$ cat config.mk
export PLATFORM = sky130hd
export DESIGN_NAME = board_generator
export DESIGN_NICKNAME = d
export VERILOG_FILES = /design/src/rtl/board_generator.sv
export SDC_FILE = /design/constraint.sdc
export NUM_CORES = 1
export LEC_CHECK = 0
export ABC_AREA = 1
export CORE_ASPECT_RATIO = 0.6
export CORE_MARGIN = 4
export CORE_UTILIZATION = 50
export CTS_BUF_LIST = sky130_fd_sc_hd__clkbuf_2 sky130_fd_sc_hd__clkbuf_4 sky130_fd_sc_hd__clkbuf_8
export DETAILED_ROUTE_END_ITERATION = 8
export PLACE_DENSITY = 0.78
export SYNTH_ARGS = -nofsm -noshare
export SYNTH_HDL_FRONTEND = slang
export SYNTH_SLANG_ARGS = --single-unit
$ cat constraint.sdc
create_clock -name CLOCK -period 2.75 [get_ports CLOCK]
set_input_delay 0.4125 -clock CLOCK [delete_from_list [all_inputs] [get_ports CLOCK]]
set_output_delay 0.4125 -clock CLOCK [all_outputs]
set_load 0.03 [all_outputs]
$ cat src/rtl/board_generator.sv
// board_generator: fills a SIZE x SIZE board with pseudo-random colours, one cell per clock,
// in row-major order, through a single write port.
// Optional macro BOARD_GEN_HIST_EN adds the HIST output (per-colour cell counters).
module board_generator #(
  parameter int unsigned MAX_SIZE     = 26,
  parameter logic [15:0] DEFAULT_SEED = 16'hACE1
) (
  input  logic        CLOCK,
  input  logic        RESET,
  input  logic        START,
  input  logic [4:0]  SIZE,
  input  logic [3:0]  COLOR_NUM,
  input  logic [15:0] SEED,
  output logic        WR_EN,
  output logic [4:0]  WR_ROW,
  output logic [4:0]  WR_COL,
  output logic [2:0]  WR_COLOR,
  output logic        BUSY,
  output logic        DONE,
  output logic        ERR
`ifdef BOARD_GEN_HIST_EN
  ,
  output logic [79:0] HIST
`endif
);

  typedef enum logic [1:0] {StIdle, StLoad, StGen, StDone} state_e;

  state_e      state_q;
  logic [4:0]  size_q;
  logic [3:0]  cnum_q;
  logic [4:0]  row_q;
  logic [4:0]  col_q;
  logic [15:0] lfsr_q;
  logic        err_q;

  logic        size_legal;
  logic [3:0]  cnum_clamped;
  logic [15:0] seed_sel;
  logic [15:0] lfsr_next;
  logic        col_last;
  logic        row_last;
  logic [8:0]  color_prod;

  // Request decode: legality of SIZE, clamped colour count, zero-seed substitution.
  always_comb begin
    size_legal = (SIZE != 5'd0) && (32'(SIZE) <= MAX_SIZE);
    if (COLOR_NUM < 4'd2) begin
      cnum_clamped = 4'd2;
    end else if (COLOR_NUM > 4'd8) begin
      cnum_clamped = 4'd8;
    end else begin
      cnum_clamped = COLOR_NUM;
    end
    seed_sel = (SEED == 16'd0) ? DEFAULT_SEED : SEED;
  end

  // LFSR step, cell-position flags and colour scaling from the registered state.
  always_comb begin
    lfsr_next  = {lfsr_q[0] ^ lfsr_q[2] ^ lfsr_q[3] ^ lfsr_q[5], lfsr_q[15:1]};
    col_last   = (col_q == size_q - 5'd1);
    row_last   = (row_q == size_q - 5'd1);
    // 6-bit random fraction times cnum_q, top bits kept: result is always < cnum_q.
    color_prod = {3'b000, lfsr_q[5:0]} * {5'b00000, cnum_q};
  end

  // Main FSM: state, geometry latches, row/col counters, LFSR and sticky error flag.
  always_ff @(posedge CLOCK) begin
    if (RESET) begin
      state_q <= StIdle;
      size_q  <= 5'd0;
      cnum_q  <= 4'd2;
      row_q   <= 5'd0;
      col_q   <= 5'd0;
      lfsr_q  <= DEFAULT_SEED;
      err_q   <= 1'b0;
    end else begin
      unique case (state_q)
        StIdle: begin
          if (START) begin
            if (size_legal) begin
              state_q <= StLoad;
              err_q   <= 1'b0;
            end else begin
              // Illegal size: report through DONE with ERR, no writes.
              state_q <= StDone;
              err_q   <= 1'b1;
            end
          end
        end
        StLoad: begin
          size_q  <= SIZE;
          cnum_q  <= cnum_clamped;
          lfsr_q  <= seed_sel;
          row_q   <= 5'd0;
          col_q   <= 5'd0;
          err_q   <= 1'b0;
          state_q <= StGen;
        end
        StGen: begin
          lfsr_q <= lfsr_next;
          if (col_last) begin
            col_q <= 5'd0;
            if (row_last) begin
              state_q <= StDone;
            end else begin
              row_q <= row_q + 5'd1;
            end
          end else begin
            col_q <= col_q + 5'd1;
          end
        end
        StDone: begin
          state_q <= StIdle;
        end
        default: begin
          state_q <= StIdle;
        end
      endcase
    end
  end

  // Output decode; every output depends only on registered state.
  always_comb begin
    WR_EN    = (state_q == StGen);
    WR_ROW   = (state_q == StGen) ? row_q : 5'd0;
    WR_COL   = (state_q == StGen) ? col_q : 5'd0;
    WR_COLOR = (state_q == StGen) ? color_prod[8:6] : 3'd0;
    BUSY     = (state_q != StIdle);
    DONE     = (state_q == StDone);
    ERR      = err_q;
  end

`ifdef BOARD_GEN_HIST_EN
  logic [9:0] hist_q [8];

  // Per-colour counters: cleared in LOAD, bumped for the colour written each GEN cycle.
  always_ff @(posedge CLOCK) begin
    if (RESET || (state_q == StLoad)) begin
      for (int k = 0; k < 8; k++) begin
        hist_q[k] <= 10'd0;
      end
    end else if (state_q == StGen) begin
      hist_q[color_prod[8:6]] <= hist_q[color_prod[8:6]] + 10'd1;
    end
  end

  // Pack counters, colour k at bits [10k+9:10k].
  always_comb begin
    HIST = '0;
    for (int k = 0; k < 8; k++) begin
      HIST[k*10 +: 10] = hist_q[k];
    end
  end
`endif

endmodule

==> impl_metrics.py <==
metrics = {
    "cts": {
        "cts.sinks": 38,
        "holdBufCountCts": 0,
        "cts_tree": "yes",
        "insertion_delay_ps": 300,
        "cts_buffer_depth": 2,
        "cts_buffers": 5,
        "cts_root_buf": "clkbuf_8",
        "path_clk_slew_ps": 80,
        "ctsHtreeMaxLevel": 2,
    },
    "route": {
        "vias": 2989,
        "drtPass1Iterations": 5,
        "wl_per_cell_microns": 14.7,
        "antenna_left": 0,
        "wl_mm": 7.94,
        "vias_per_cell": 5.54,
        "drtIter0Drc": 230,
        "drc": 0,
    },
    "synth": {
        "synth_top_area_cell": "dfxtp_1",
        "synth_top_area_frac": 0.273,
        "ys_seq_area_frac": 0.273,
        "ys_seq_elements": 38,
        "synth_nets": 462,
        "synth_area_leaders": "dfxtp_1 27%, nand2_1 13%, inv_1 8.8%",
        "ys_warn_count": 0,
        "syn_area_sq_mm": 0.00278,
        "postSynthAreaPerCell_sq_um": 6.79,
        "synth_cell_types": 32,
        "syn_inst": 410,
    },
    "global_routing": {
        "grt_pass1_wl_mm": 12.7,
        "antenna_found_initial": 0,
        "overflow": 0,
        "grt_use_total": 0.230,
        "grt_pass1_vias": 2680,
        "grt_max_degree": 34,
    },
    "finish": {
        "n_antenna_cell": 0,
        "n_fill_cell": 390,
        "area_growth_syn_to_layout_pct": 35.0,
        "drive_gt1_frac": 0.184,
        "nets": 526,
        "fin_area_sq_mm": 0.00376,
    },
    "sta": {
        "slew_headroom": 0.518,
        "hold_ws_ps": 478,
        "tightestPinTransition_ps": 723,
        "fmax_mhz": 286,
        "drv_slew": 0,
        "layout_min_cycle_time_ps": 3500,
        "setup_viol": 3,
        "fin_skew_ps": 7.97,
        "min_period_over_period": 1.27,
        "setup_ws_ps": -751,
        "grt_setup_unrepaired": "yes",
        "report.final.hold_viol_count": 0,
    },
    "placement": {
        "placed_area_sq_mm": 0.00346,
        "io_buffer_count": 44,
        "dpl.hpwl_mm": 5.67,
        "place_ws_ps": -607,
        "gp_congestion": 0.888,
    },
    "power_and_ir_drop": {
        "leakagePower_uw": 0.00179,
        "irDropWorstVdd_v": 0.000567,
        "power.total_uw": 3460,
        "powerDensity_mw_per_mm2": 922,
    },
    "floorplan": {
        "rows": 20,
        "core_area_sq_mm": 0.00523,
        "die_h_microns": 65.8,
        "dieArea_sq_mm": 0.00686,
        "die_w_microns": 104,
        "initial_core_util": 0.532,
        "num_io_pins": 45,
    },
    "min_path": {
        "worstHoldStart": "lfsr_q[6]",
        "worstHoldPathType": "reg -> reg",
        "holdPathEnd": "lfsr_q[6]",
        "min_path_cells": 2,
    },
    "worst_setup_path": {
        "rr_endpoint": "col_q[0]",
        "crit_arrival_ps": 3090,
        "crit_path_end_kind": "primary output",
        "r2r_slack_ps": 640,
        "crit_fanout": 4,
        "reg2regPathDepth": 12,
        "critPathRequiredTime_ps": 2340,
        "reg2reg_from": "size_q[0]",
        "path_class": "reg -> out",
        "cp-start-kind": "flop",
    },
    "run_status": {
        "status": "finished, violations left",
        "failed_checks": "setup timing",
    },
    "flow_run": {
        "maxCapViolations": 0,
    },
}
registers in the layout, indices dropped and copies added, names as in the netlist:
name,cells
ERR,1
cnum_q,4
col_q,5
lfsr_q,16
row_q,5
size_q,5
state_q,2
metal layers:
| metal | vias up | GRT usage | wire, microns |
|---|---|---|---|
| met1 | 1361 | 0.329 | 3790 |
| met2 | 160 | 0.338 | 3180 |
| met4 | 0 | 0.0763 | 172 |
| met5 | - | 0 | 0 |
| met3 | 17 | 0.0537 | 786 |
| li1 | 1451 | - | - |
kinds of logic (layout without fill, tap and decap cells):
logic type               after synthesis  count (layout)  synth area share
adder cells (fa/ha/maj)               24              24             0.127
buffers and inverters                 82             146             0.111
AO/OA/AOI/OAI                         67              67             0.135
flip-flops                            38              38             0.273
XOR/XNOR                              11              11            0.0346
AND/OR/NAND/NOR                      188             188             0.320
worst max-delay path, stage by stage (launching register included):
cell and delay, ps:
dfxtp_4 370, buf_6 120, nand2_2 50, inv_2 40, fa_1 510, inv_1 60, fa_1 500, inv_2 60
ha_4 170, a21oi_4 160, buf_6 120, nand2_2 70, buf_6 120, buf_4 130, a21oi_2 150, buf_6 150
layout make-up:
type                    count  area [sq um]  share of cell area
multi-input cells         290          1850               0.491
flip-flops and latches     38           773               0.206
repair buffers             72           691               0.184
inverters                  67           251              0.0670
clock buffers               6          82.6              0.0220
well taps                  66          82.6              0.0220
clock inverters             1          30.0             0.00799
worst max path at each step:
stage	startpoint	end	cells past startpoint
after CTS	cnum_q[1]	WR_COLOR[2]	13
after floorplan	lfsr_q[3]	WR_COLOR[2]	14
after detailed placement	cnum_q[2]	WR_COLOR[1]	13
after global placement	cnum_q[2]	WR_COLOR[1]	13
final	cnum_q[1]	WR_COLOR[0]	15
after global routing	cnum_q[1]	WR_COLOR[2]	15
stage by stage:
stage | instances | setup TNS [ps] | util
4_1_cts | 538 | -2100 | 0.700
3_3_place_gp | 525 | -942 | 0.661
2_1_floorplan | 410 | -864 | -
6_report | 540 | -2220 | 0.718
5_1_grt | 540 | -2500 | 0.718
3_5_place_dp | 525 | -1580 | 0.661
synthesized netlist by cell type:
cell and number:
a211oi_1 1, a21oi_1 34, a21oi_2 1, buf_1 1, clkbuf_1 14, clkinv_1 1
dfxtp_1 38, fa_1 7, ha_1 17, inv_1 65, inv_2 1, nand2_1 98
nand2_2 3, nand3_1 36, nand3_2 4, nand3_4 1, nand3b_1 2, nand4_1 10
nand4_4 1, nor2_1 18, nor2_2 3, nor2_4 2, nor3_1 5, nor3b_1 1
nor4_1 2, o211ai_1 11, o21ai_0 18, o21ai_2 1, o21bai_1 1, or2_2 2
xnor2_1 4, xor2_1 7
placed cells by master, fill, tap and decap left out, drive strengths merged:
| cell | count |
|---|---|
| buf | 31 |
| dfxtp | 38 |
| or2 | 2 |
| a211oi | 1 |
| bufinv | 1 |
| xnor2 | 4 |
| o21ai | 19 |
| clkbuf | 6 |
| nand2 | 101 |
| fa | 7 |
| nor3 | 5 |
| inv | 66 |
| nor2 | 23 |
| clkdlybuf4s50 | 41 |
| ha | 17 |
| a21oi | 35 |
| clkinv | 1 |
| nand3b | 2 |
| xor2 | 7 |
| nand4 | 11 |
| nand3 | 41 |
| nor3b | 1 |
| o21bai | 1 |
| nor4 | 2 |
| o211ai | 11 |
power by group:
| group | total, uW | switching (uW) | internal [uW] |
|---|---|---|---|
| Clock | 493 | 203 | 290 |
| Sequential | 843 | 136 | 706 |
| Combinational | 2130 | 1320 | 806 |
what timing repair did:
action,4_1_cts,5_1_grt
setup buffers,6,2
resized for setup,17,18
pin swaps,15,9
setup endpoints to repair,3,3
No activity file was read; power rests on OpenSTA's default activity.
